$ cat src/rtl/instr_loader_pkg.sv
// Shared types and instruction field positions for the SimpleCPU program loader.
// Used by instr_loader and by the decode stage.
package instr_loader_pkg;

  typedef enum logic [2:0] {
    IDLE = 3'd0,
    HI   = 3'd1,
    LO   = 3'd2,
    WR   = 3'd3,
    CHK  = 3'd4,
    DONE = 3'd5
  } state_e;

  localparam int OPC_MSB = 15;
  localparam int OP1_MSB = 11;
  localparam int OP2_MSB = 7;

  function automatic logic [15:0] pack_instr(input logic [7:0] hi, input logic [7:0] lo);
    return {hi, lo};
  endfunction

endpackage

$ cat src/rtl/instr_loader.sv
// Byte-stream program loader: packs high/low byte pairs into 16-bit words and
// writes them from address 0. Optional trailing checksum byte under LOADER_CHECKSUM_EN.
module instr_loader
  import instr_loader_pkg::*;
#(
  parameter int ADDR_W = 4
) (
  input  logic              clk,
  input  logic              rst,
  input  logic              start,
  input  logic              in_valid,
  input  logic [7:0]        in_data,
  input  logic              in_last,
  output logic              in_ready,
  output logic              mem_we,
  output logic [ADDR_W-1:0] mem_addr,
  output logic [15:0]       mem_wdata,
  output logic              busy,
  output logic              done,
  output logic              err,
  output logic [ADDR_W:0]   word_count
);

  localparam logic [ADDR_W-1:0] ADDR_MAX = '1;

  state_e            state_q;
  logic              in_ready_q;
  logic              mem_we_q;
  logic [ADDR_W-1:0] mem_addr_q;
  logic [15:0]       mem_wdata_q;
  logic              busy_q;
  logic              done_q;
  logic              err_q;
  logic [ADDR_W:0]   word_count_q;
  logic [ADDR_W-1:0] addr_q;
  logic [7:0]        hi_q;
  logic              last_q;
  logic              accept;
`ifdef LOADER_CHECKSUM_EN
  logic [7:0]        sum_q;
`endif

  assign accept = in_valid & in_ready_q;

  always_ff @(posedge clk or negedge rst) begin
    if (!rst) begin
      state_q      <= IDLE;
      in_ready_q   <= 1'b0;
      mem_we_q     <= 1'b0;
      mem_addr_q   <= '0;
      mem_wdata_q  <= '0;
      busy_q       <= 1'b0;
      done_q       <= 1'b0;
      err_q        <= 1'b0;
      word_count_q <= '0;
      addr_q       <= '0;
      hi_q         <= '0;
      last_q       <= 1'b0;
`ifdef LOADER_CHECKSUM_EN
      sum_q        <= '0;
`endif
    end else begin
      mem_we_q <= 1'b0;
      case (state_q)
        IDLE, DONE: begin
          if (start) begin
            state_q      <= HI;
            in_ready_q   <= 1'b1;
            busy_q       <= 1'b1;
            done_q       <= 1'b0;
            err_q        <= 1'b0;
            addr_q       <= '0;
            word_count_q <= '0;
`ifdef LOADER_CHECKSUM_EN
            sum_q        <= '0;
`endif
          end
        end
        HI: begin
          if (accept) begin
            hi_q <= in_data;
`ifdef LOADER_CHECKSUM_EN
            sum_q <= sum_q + in_data;
`endif
            if (in_last) begin
              // Odd-length program: the lone high byte is never written.
              state_q    <= DONE;
              in_ready_q <= 1'b0;
              busy_q     <= 1'b0;
              done_q     <= 1'b1;
              err_q      <= 1'b1;
            end else begin
              state_q <= LO;
            end
          end
        end
        LO: begin
          if (accept) begin
            state_q     <= WR;
            in_ready_q  <= 1'b0;
            mem_we_q    <= 1'b1;
            mem_addr_q  <= addr_q;
            mem_wdata_q <= pack_instr(hi_q, in_data);
            last_q      <= in_last;
`ifdef LOADER_CHECKSUM_EN
            sum_q       <= sum_q + in_data;
`endif
          end
        end
        WR: begin
          word_count_q <= word_count_q + 1'b1;
          if (last_q) begin
`ifdef LOADER_CHECKSUM_EN
            state_q    <= CHK;
            in_ready_q <= 1'b1;
`else
            state_q    <= DONE;
            busy_q     <= 1'b0;
            done_q     <= 1'b1;
`endif
          end else if (addr_q == ADDR_MAX) begin
            // Memory full with more program pending; addr stays put, no wrap.
            state_q <= DONE;
            busy_q  <= 1'b0;
            done_q  <= 1'b1;
            err_q   <= 1'b1;
          end else begin
            state_q    <= HI;
            in_ready_q <= 1'b1;
            addr_q     <= addr_q + 1'b1;
          end
        end
`ifdef LOADER_CHECKSUM_EN
        CHK: begin
          if (accept) begin
            state_q    <= DONE;
            in_ready_q <= 1'b0;
            busy_q     <= 1'b0;
            done_q     <= 1'b1;
            err_q      <= (sum_q != in_data);
          end
        end
`endif
        default: begin
          state_q    <= IDLE;
          in_ready_q <= 1'b0;
          busy_q     <= 1'b0;
        end
      endcase
    end
  end

  assign in_ready   = in_ready_q;
  assign mem_we     = mem_we_q;
  assign mem_addr   = mem_addr_q;
  assign mem_wdata  = mem_wdata_q;
  assign busy       = busy_q;
  assign done       = done_q;
  assign err        = err_q;
  assign word_count = word_count_q;

endmodule

$ cat config.mk
export PLATFORM = sky130hd
export DESIGN_NAME = instr_loader
export DESIGN_NICKNAME = d
export VERILOG_FILES = /design/src/rtl/instr_loader_pkg.sv /design/src/rtl/instr_loader.sv
export SDC_FILE = /design/constraint.sdc
export NUM_CORES = 1
export LEC_CHECK = 0
export CAP_MARGIN = 20
export CORE_ASPECT_RATIO = 0.75
export CORE_MARGIN = 2
export CORE_UTILIZATION = 50
export CTS_CLUSTER_SIZE = 20
export DETAILED_ROUTE_END_ITERATION = 12
export DONT_BUFFER_PORTS = 1
export PLACE_DENSITY = 0.71
export SLEW_MARGIN = 20
export SYNTH_ARGS = -nofsm -noshare
export SYNTH_HDL_FRONTEND = slang
export SYNTH_SLANG_ARGS = --single-unit
$ cat constraint.sdc
create_clock -name clk -period 2.7 [get_ports clk]
set_input_delay 0.27 -clock clk [delete_from_list [all_inputs] [get_ports clk]]
set_output_delay 0.27 -clock clk [all_outputs]
set_load 0.05 [all_outputs]
Yosys cells after proc, flatten, opt, wreduce, memory -nomap -nowiden. Cells that the tools add are included. Widths: inputs -> output; s select.

Register bits: 46. Input bits: 13. Output and inout bits: 30. Logic and storage cells: 75.

$add $sub $neg: 2. Equality and inequality tests: 13. Mux-type cells: 33. Bitwise gates (word level): 2. Reductions and logical operators: 13.

Operators by type and width (number): $mux 3 (6); $mux 1 (16); $ne 2x2->1 const B (7); $mux 4 (3); $pmux 3 s4 (1); $reduce_and 6->1 (2); $pmux 5 s2 (1); $reduce_and 5->1 (2); $pmux 1 s4 (2); $pmux 4 s2 (1); $eq 3x2->1 const B (2); $pmux 1 s3 (2); $reduce_and 2->1 (3); $add 5x1->5 const B (1); $mux 5 (1); $add 4x1->4 const B (1); $eq 4x4->1 const B (1); $reduce_and 4->1 (1); $eq 3x1->1 const B (1); $eq 3x3->1 const B (1); $logic_not 3->1 (1); $ne 3x3->1 const B (1); $reduce_and 3->1 (1); $reduce_bool 3->1 (1); other kinds (4) (4).

Logic depth before layout (Yosys ltp). Gate-level depths: netlist (run 1).

Depth in word-level cells: 4. Mapped depth: 4. Gate-level depth less buffers: 4.

Least setup slack after synthesis (run 1). OpenSTA, ideal clock, no wires.

Kind: reg2reg. From: register in_ready_q (netlist: in_ready). To: register hi_q[0]. Library setup time: 0.125 ns. Arrival time: 1.666 ns. Required time: 2.575 ns. Slack: 0.909 ns. Stages on the path, launching flop included: 5. Cell sequence: dfrtp_1 nand2_1 or3_1 buf_6 mux2_4.

Word-level cells in the longest chain between the ends: 2.

RTL lines: from (decl) (line instr_loader.sv:27) `logic in_ready_q;`; from (signal assigned) (line instr_loader.sv:48) `in_ready_q <= 1'b0;`; from (signal assigned) (line instr_loader.sv:68) `in_ready_q <= 1'b1;`; from (signal assigned) (line instr_loader.sv:88) `in_ready_q <= 1'b0;`; $and 1x1->1 (line instr_loader.sv:43) `assign accept = in_valid & in_ready_q;`; $reduce_and 2->1 (no source line); to (signal assigned) (line instr_loader.sv:81) `hi_q <= in_data;`; to (decl) (line instr_loader.sv:36) `logic [7:0] hi_q;`.

No other way between the ends. A chain may end at the register's enable or synchronous reset.

Worst setup path in the final report (run 1).
From: register state_q[2]. To: register hi_q[4].

Word-level cells in the longest chain between the ends: 2.

RTL lines: from (decl) (line instr_loader.sv:26) `state_e state_q;`; from (signal assigned) (line instr_loader.sv:47) `state_q <= IDLE;`; from (signal assigned) (line instr_loader.sv:67) `state_q <= HI;`; from (signal assigned) (line instr_loader.sv:87) `state_q <= DONE;`; $eq 3x1->1 (line instr_loader.sv:64) `case (state_q)`; $reduce_and 2->1 (no source line).

No other way between the ends.

==> flow_metrics.tcl, run 1 <==
set metrics [dict create \
    synth_simple_gate_area_frac 0.1018 \
    yosys_warnings 0 \
    status "finished clean" \
    synth_xor_area_frac 0.008531 \
    ant_nets 0 \
    async_flop_share 1.000 \
    cts_tree "done" \
    synth_top_area_frac 0.5606 \
    synth_adder_area_share 0.01706 \
    area_growth_pct 8.653 \
    required_ns 2.88 \
    dieHeight_um 59.50 \
    routedWlPerCell_um 17.05 \
    vias 1291 \
    path_clk_slew_ns 0.08 \
    drive_above_1_share 0.2593 \
    antenna_found_initial 0 \
    slew_violations 0 \
    postCtsSetupRepairBufs 0 \
    start_util 0.5128 \
    die_w_um 78.00 \
    cts.repair.resized 0 \
    drv_cap 0 \
    wl_um 3699 \
    hold_class "in2reg" \
    rsz0062_at_grt "false" \
    ctsHoldBuffers 2 \
    finalHoldViolCount 0 \
    ys_types 44 \
    vdd_drop_max_uv 516.4 \
    setup_violations 0 \
    synth_edf_count 0 \
    ys_ff_latch 46 \
    crit_arrival_ns 2.13 \
    core_um2 4004 \
    fmax_mhz 511.8 \
    rows 20 \
    synthesis.instances 157 \
    post-place-ws_ns 0.7592 \
    cts_root_buf "clkbuf_8" \
    cts_made_buffers 5 \
    power.total_mw 2.514 \
    route.detailed.vias_per_inst 5.949 \
    final_util 0.5572 \
    yosysSeqAreaShare 0.5606 \
    fin_crit_sh 0.7237 \
    dpl_cell_area_um2 2098 \
    yosysMostFrequentCell "dfrtp_1" \
    synthFlopType "dfrtp_1" \
    skew_ns 0.005717 \
    grt_use_total 0.1723 \
    io_buffers 0 \
    p_leak_nw 1.011 \
    mappedNetlistArea_um2 2053 \
    grt_pass1_vias 1276 \
    powerDensity_nw_per_um2 1127 \
    drc 0 \
    synth_area_leaders "dfrtp_1 (56%), mux2_2 (12%), mux2_4 (5.9%)" \
    ioPinCount 43 \
    diodes 0 \
    syn-num-nets 172 \
    setup_slack_ns 0.7461 \
    relSlewSlack 0.6257 \
    clk_path_buf_depth 2 \
    startpoint_type "register" \
    critPathKind "reg2reg" \
    place_hpwl_um 2590 \
    setup_tns_ns 0 \
    worst_slew_pin_slew_ns 0.5615 \
    synth_compound_area_frac 0.1042 \
    dieArea_um2 4640 \
    gp_congestion 0.8802 \
    synthMuxAreaShare 0.1785 \
    first_iter_violations 55 \
    finalCriticalPeriod_ns 1.954 \
    grt_pass1_wl_um 6065 \
    dr.pass1.iters 4 \
    synthTopCellsByCount "dfrtp_1 (46), mux2_2 (21), mux2_4 (8), a21oi_1 (7), nand2_1 (6)" \
    clock_latency_ns 0.29 \
    fin_area_um2 2231 \
    synth.avg_cell_area_um2 13.08 \
    yosysTopAreaCell "dfrtp_1" \
    synth_top_family_by_area "multiplexers" \
    cts_max_level 2 \
    grt_max_degree 47 \
    cts.sinks 46 \
    nets 176 \
    path_max_fanout 14 \
    overflow 0 \
    cp-end-kind "register" \
]
## kinds of logic (layout without fill, tap and decap cells)
kind of cell,Yosys count,count (layout)
AO/OA/AOI/OAI,31,31
XOR/XNOR,2,2
adder cells (fa/ha/maj),3,3
buffers and inverters,11,16
flip-flops,46,46
multiplexers,30,30
AND/OR/NAND/NOR,34,34
## worst max-delay path, stage by stage (launching register included)
cell and delay (ns):
dfrtp_1 0.55, nand2b_1 0.32, or3_1 0.59, mux2_4 0.38
## cells in the final DEF, fill, tap and decap left out, types with 3 or more instances in the layout
master    instances
dfrtp_1          46
mux2_2           21
mux2_4            8
a21oi_1           7
nand2_1           6
clkbuf_8          6
nand2b_1          4
o21ai_0           4
inv_1             4
o31ai_1           4
nor2b_1           3
nand3_1           3
nor3_1            3
or3_1             3
## per-layer routing
metal | global-route usage | up-vias | part of all wire
met4 | 0.06767 | 0 | 0.014
met2 | 0.2599 | 32 | 0.47
li1 | - | 593 | -
met5 | 0 | - | 0
met1 | 0.2383 | 658 | 0.46
met3 | 0.05030 | 8 | 0.050
## where the power goes
group          total (mW)  internal, mW  switching (mW)
Sequential           1.46         0.888           0.574
Clock               0.428         0.206           0.222
Combinational       0.625         0.331           0.294
Total                2.51          1.42            1.09
## layout make-up
type | instances | area, um2
Fill cell | 323 | 1773
Sequential cell | 46 | 1151
Multi-Input combinational cell | 100 | 848.3
Clock buffer | 6 | 82.58
Tap cell | 55 | 68.82
Timing Repair Buffer | 4 | 52.55
Inverter | 4 | 15.01
Clock inverter | 2 | 12.51
## registers in the layout, indices dropped and copies added (netlist names)
register    flops
hi_q            8
state_q         3
mem_we          1
addr_q          4
in_ready        1
err             1
done            1
word_count      5
busy            1
last_q          1
mem_addr        4
mem_wdata      16
## final timing paths
| path | start | end | slack (ns) | depth (start not counted) |
|---|---|---|---|---|
| worst min register to register | hi_q[1]$_DFFE_PN0P_ | hi_q[1]$_DFFE_PN0P_ | 0.52 | 1 |
| max in group asynchronous | rst | mem_addr[1]$_DFFE_PN0P_ | 2.03 | 2 |
| min in group asynchronous | rst | mem_wdata[8]$_DFFE_PN0P_ | 0.47 | 2 |
| worst max-delay path | state_q[2]$_DFFE_PN0P_ | hi_q[4]$_DFFE_PN0P_ | 0.75 | 3 |
| worst max register to register | state_q[2]$_DFFE_PN0P_ | hi_q[4]$_DFFE_PN0P_ | 0.75 | 3 |
| worst min-delay path | in_valid | in_ready$_DFFE_PN0P_ | 0.06 | 1 |
## stage by stage
step	instances	hold WS [ns]
global route	217	0.07096
detailed placement	207	-0.02444
finish	217	0.06441
CTS	217	0.06562
global placement	207	-0.02439
floorplan	157	-0.02559
Power figures use the tool's default switching activity.
==> inputs of run 2 (changes only) <==
Settings changed: ABC_AREA set to 1, PLACE_DENSITY 0.71 to 0.74.
Clock period 2.7 ns to 1.7 ns, I/O delays scaled along.
==> flow_metrics.tcl, run 2 <==
set metrics [dict create \
    path_max_fanout 6 \
    synth_area_leaders "dfrtp_1 (57%), nand2_1 (16%), inv_1 (4.2%)" \
    clock_latency_ns 0.30 \
    p_leak_nw 1.219 \
    synthFlopType "dfrtp_1" \
    cts_max_level 2 \
    fillers 359 \
    critPathKind "reg2reg" \
    grt_use_total 0.1857 \
    startpoint_type "register" \
    overflow 0 \
    drc 0 \
    rows 20 \
    slew_violations 0 \
    power.total_mw 1.962 \
    finalHoldViolCount 0 \
    grt_pass1_wl_um 6534 \
    layout_commonest_cell "nand2_1" \
    powerDensity_nw_per_um2 864.1 \
    die_w_um 77.61 \
    diodes 0 \
    fin_area_um2 2271 \
    grt_util_met2 0.2833 \
    yosysSeqAreaShare 0.5665 \
    drive_above_1_share 0.1179 \
    dieArea_um2 4595 \
    vias 1505 \
    dieHeight_um 59.21 \
    grt_pass1_vias 1411 \
    holdWs_ns 0.01449 \
    dr.pass1.iters 4 \
    dp_cells 291 \
    cts_root_buf "clkbuf_8" \
    yosysTopAreaCell "dfrtp_1" \
    ant_nets 0 \
    wl_um 3832 \
    core_um2 3979 \
    status "finished clean" \
    synthesis.instances 234 \
    globalRouteMet3Util 0.04878 \
    drv_cap 0 \
    gp_congestion 0.8103 \
    synthTopCellsByCount "nand2_1 (87), dfrtp_1 (46), inv_1 (23), o21ai_1 (13), o21ai_0 (12)" \
    synth.avg_cell_area_um2 8.684 \
    synth_top_area_frac 0.5665 \
    skew_ns 0.005236 \
    finalCriticalPeriod_ns 1.425 \
    worst_slew_pin_slew_ns 0.5098 \
    hold_class "in2reg" \
    vdd_drop_max_uv 450.0 \
    postCtsSetupRepairBufs 0 \
    largest_reg_flops 16 \
    instances_no_fill 301 \
    cts.sinks 46 \
    setup_tns_ns 0 \
    final_util 0.5708 \
    layout_common_cells "nand2_1 (87), dfrtp_1 (46), inv_1 (23)" \
    rsz0062_at_grt "false" \
    crit_arrival_ns 1.61 \
    top_usage_layer "met2" \
    async_flop_share 1.000 \
    grt_max_degree 47 \
    start_util 0.5107 \
    antenna_found_initial 0 \
    ys_types 23 \
    ys_ff_latch 46 \
    fin_crit_sh 0.8381 \
    io_buffers 0 \
    fmax_mhz 701.8 \
    area_growth_pct 11.76 \
    path_clk_slew_ns 0.08 \
    grtUsageMet1 0.2527 \
    nets 261 \
    place_hpwl_um 2729 \
    relSlewSlack 0.6601 \
    setup_violations 0 \
    first_iter_violations 97 \
    cts_tree "done" \
    route.detailed.vias_per_inst 5.000 \
    syn-num-nets 249 \
    yosys_warnings 0 \
    cts_made_buffers 5 \
    routedWlPerCell_um 12.73 \
    dpl_cell_area_um2 2111 \
    yosysMostFrequentCell "nand2_1" \
    synth_edf_count 0 \
    cp-end-kind "register" \
    setup_slack_ns 0.2752 \
    clk_path_buf_depth 2 \
    post-place-ws_ns 0.2927 \
    mappedNetlistArea_um2 2032 \
    required_ns 1.88 \
    ioPinCount 43 \
]
run 2: cell count changes in the layout (fill, tap and decap cells not counted), moves of 8 or more:
cell     before  now
o21ai_0       4   12
nor2_1        1   11
nand2_1       6   87
mux2_2       21    0
inv_1         4   23
o21ai_1       0   13
mux2_4        8    0
run 2: path summary, 6_finish.rpt:
kind,slack [ns],from,cells past startpoint,end
max,0.28,addr_q[0]$_DFFE_PN0P_,7,addr_q[0]$_DFFE_PN0P_
min,0.01,in_data[0],2,mem_wdata[0]$_DFFE_PN0P_
max reg2reg,0.28,addr_q[0]$_DFFE_PN0P_,7,addr_q[0]$_DFFE_PN0P_
min reg2reg,0.48,hi_q[1]$_DFFE_PN0P_,2,mem_wdata[9]$_DFFE_PN0P_
max in group asynchronous,1.14,rst,2,hi_q[1]$_DFFE_PN0P_
min in group asynchronous,0.36,rst,2,busy$_DFFE_PN0P_
run 2: cell families (layout without fill, tap and decap cells):
kind of cell	count (synthesis)	in the layout	share of synthesized area
adder cells (fa/ha/maj)	2	2	0.01231
AND/OR/NAND/NOR	120	120	0.2568
AO/OA/AOI/OAI	30	30	0.07451
buffers and inverters	31	43	0.06835
XOR/XNOR	5	5	0.02156
flip-flops	46	46	0.5665
run 2: area by class of cell:
type	count	area [um2]	area share
clock buffers	6	82.58	0.03636
clock inverters	1	30.03	0.01322
inverters	27	103.9	0.04573
multi-input cells	157	742.0	0.3267
flip-flops and latches	46	1151	0.5069
well taps	55	68.82	0.03030
repair buffers	9	92.59	0.04077
run 2: timing repair:
item                                   in CTS  in global routing
endpoints found under the hold margin      47                  0
hold buffers                                3                  0
resized for setup                           0                  0
run 2: where the power goes:
group | switching (mW) | leakage (nW) | internal, mW
Combinational | 0.0278 | 0.566 | 0.0117
Sequential | 0 | 0.596 | 1.09
Clock | 0.359 | 0.0573 | 0.470
Total | 0.387 | 1.22 | 1.58
run 2: per-layer routing:
metal	part of all wire	up-vias	routed length, um
met5	0	-	0
met4	0.020	0	75
met3	0.044	8	169
met2	0.44	33	1690
met1	0.50	709	1897
li1	-	755	-
run 2: critical path: stages, from the launching register on:
cell and delay, ns:
dfrtp_1 0.43, ha_1 0.26, nand3_1 0.11, nand2_1 0.08
nand2_1 0.09, nand3_2 0.16, nand2_1 0.10, o21ai_0 0.08
==> inputs of run 3 (changes only) <==
Clock period 1.7 ns to 1.2 ns, I/O delays scaled along.
==> flow_metrics.tcl, run 3 (same netlist as run 2, synthesis figures left out) <==
set metrics [dict create \
    status "finished, violations left" \
    violations "hold timing, setup timing" \
    required_ns 1.40 \
    rsz0062_at_grt "true" \
    grt_max_degree 47 \
    cts.sinks 46 \
    crit_arrival_ns 1.57 \
    cts_root_buf "clkbuf_8" \
    holdWs_ns -0.5057 \
    grt_pass1_vias 1697 \
    dp_cells 330 \
    p_leak_nw 1.564 \
    route.detailed.vias_per_inst 5.188 \
    relSlewSlack 0.7090 \
    dr.pass1.iters 4 \
    wl_um 5716 \
    r2r_start "state_q[0]$_DFFE_PN0P_" \
    setup_slack_ns -0.1685 \
    fmax_mhz 730.7 \
    grt_use_total 0.2347 \
    instances_no_fill 361 \
    finalHoldViolCount 46 \
    vias 1873 \
    path_max_fanout 5 \
    dieArea_um2 4595 \
    ant_nets 0 \
    hold_class "in2async" \
    place_hpwl_um 2830 \
    rows 20 \
    vdd_drop_max_uv 746.6 \
    overflow 0 \
    core_um2 3979 \
    largest_reg_flops 16 \
    grt_pass1_wl_um 8217 \
    cp-end-kind "register" \
    cts_made_buffers 5 \
    dieHeight_um 59.21 \
    startpoint_type "register" \
    fillers 239 \
    slew_violations 0 \
    cts_max_level 2 \
    area_growth_pct 50.68 \
    clk_path_buf_depth 2 \
    start_util 0.5107 \
    setup_violations 37 \
    setup_tns_ns -2.701 \
    clock_latency_ns 0.31 \
    fin_crit_sh 1.140 \
    first_iter_violations 185 \
    gp_congestion 0.8625 \
    finalCriticalPeriod_ns 1.368 \
    cts_tree "done" \
    path_clk_slew_ns 0.09 \
    layout_commonest_cell "nand2_1" \
    io_buffers 0 \
    drc 0 \
    r2r-end "in_ready$_DFFE_PN0P_" \
    power.total_mw 2.777 \
    nets 320 \
    critPathKind "reg2reg" \
    skew_ns 0.003661 \
    worst_slew_pin_slew_ns 0.4368 \
    ioPinCount 43 \
    drive_above_1_share 0.4052 \
    antenna_found_initial 0 \
    drv_cap 0 \
    r2r_slack_ns -0.17 \
    layout_common_cells "nand2_1 (69), buf_4 (46), dfrtp_1 (40)" \
    powerDensity_nw_per_um2 907.0 \
    die_w_um 77.61 \
    rr_worst_depth 7 \
    diodes 0 \
    routedWlPerCell_um 15.83 \
]
## run 3: cell count changes in the layout (fill, tap and decap cells not counted), moves of 4 or more
cell / delta
inv_1: -4
nand3_2: -4
dfrtp_1: -6
buf_4: +40
o21ai_0: -4
dfrtp_2: +6
o21ai_2: +5
buf_6: +8
nand3_1: -4
dlygate4sd3_1: +8
nand3_4: +8
nand2_1: -18
nand2_4: +5
nand2_2: +11
## run 3: timing repair
item                       in CTS  in global routing
hold endpoints to repair       63                 47
pin swaps                       5                 13
gates cloned                    2                  0
hold buffers                    9                  1
buffers inserted                8                  4
gates resized for setup        37                 37
setup endpoints to repair      42                 44
## run 3: cell type report
cell class	count	area [um2]	area share
Clock inverter	3	43.79	0.01430
Tap cell	55	68.82	0.02248
Timing Repair Buffer	67	598.1	0.1953
Multi-Input combinational cell	157	984.7	0.3216
Timing Repair inverter	1	11.26	0.003678
Inverter	27	127.6	0.04168
Sequential cell	46	1159	0.3784
Clock buffer	5	68.82	0.02248
## run 3: layer usage
layer | global-route usage | wire [um]
met5 | 0 | 0
met4 | 0.1097 | 195
met3 | 0.06098 | 375
met2 | 0.3436 | 2663
met1 | 0.3313 | 2482
## run 3: power breakdown
part,switching [mW],internal [mW],total (mW)
clock,0.561,0.625,1.19
sequential,0,1.55,1.55
combinational,0.0182,0.0244,0.0426
## run 3: worst max path at each step
stage / startpoint / to / depth (start not counted)
after global routing: state_q[0]$_DFFE_PN0P_ / in_ready$_DFFE_PN0P_ / 7
after CTS: state_q[0]$_DFFE_PN0P_ / mem_wdata[12]$_DFFE_PN0P_ / 7
after detailed placement: state_q[2]$_DFFE_PN0P_ / hi_q[1]$_DFFE_PN0P_ / 7
final: state_q[0]$_DFFE_PN0P_ / in_ready$_DFFE_PN0P_ / 7
after floorplan: in_ready$_DFFE_PN0P_ / mem_addr[2]$_DFFE_PN0P_ / 6
after global placement: state_q[2]$_DFFE_PN0P_ / hi_q[2]$_DFFE_PN0P_ / 7
## run 3: per-stage QoR
stage	utilization	worst slack, ns	instance area, um2
floorplan	-	-0.01368	2078
global placement	0.6148	-0.04955	2446
detailed placement	0.6148	-0.08566	2446
CTS	0.7248	-0.04395	2884
global route	0.7695	-0.2237	3062
finish	0.7695	-0.1685	3062
## run 3: worst max-delay path, stage by stage (launching register included)
cell and delay, ns:
dfrtp_2 0.47, buf_6 0.15, nand3_4 0.10, nand2_4 0.09, a21oi_1 0.22, nand2_1 0.09
nand2_1 0.09, nand2_1 0.07
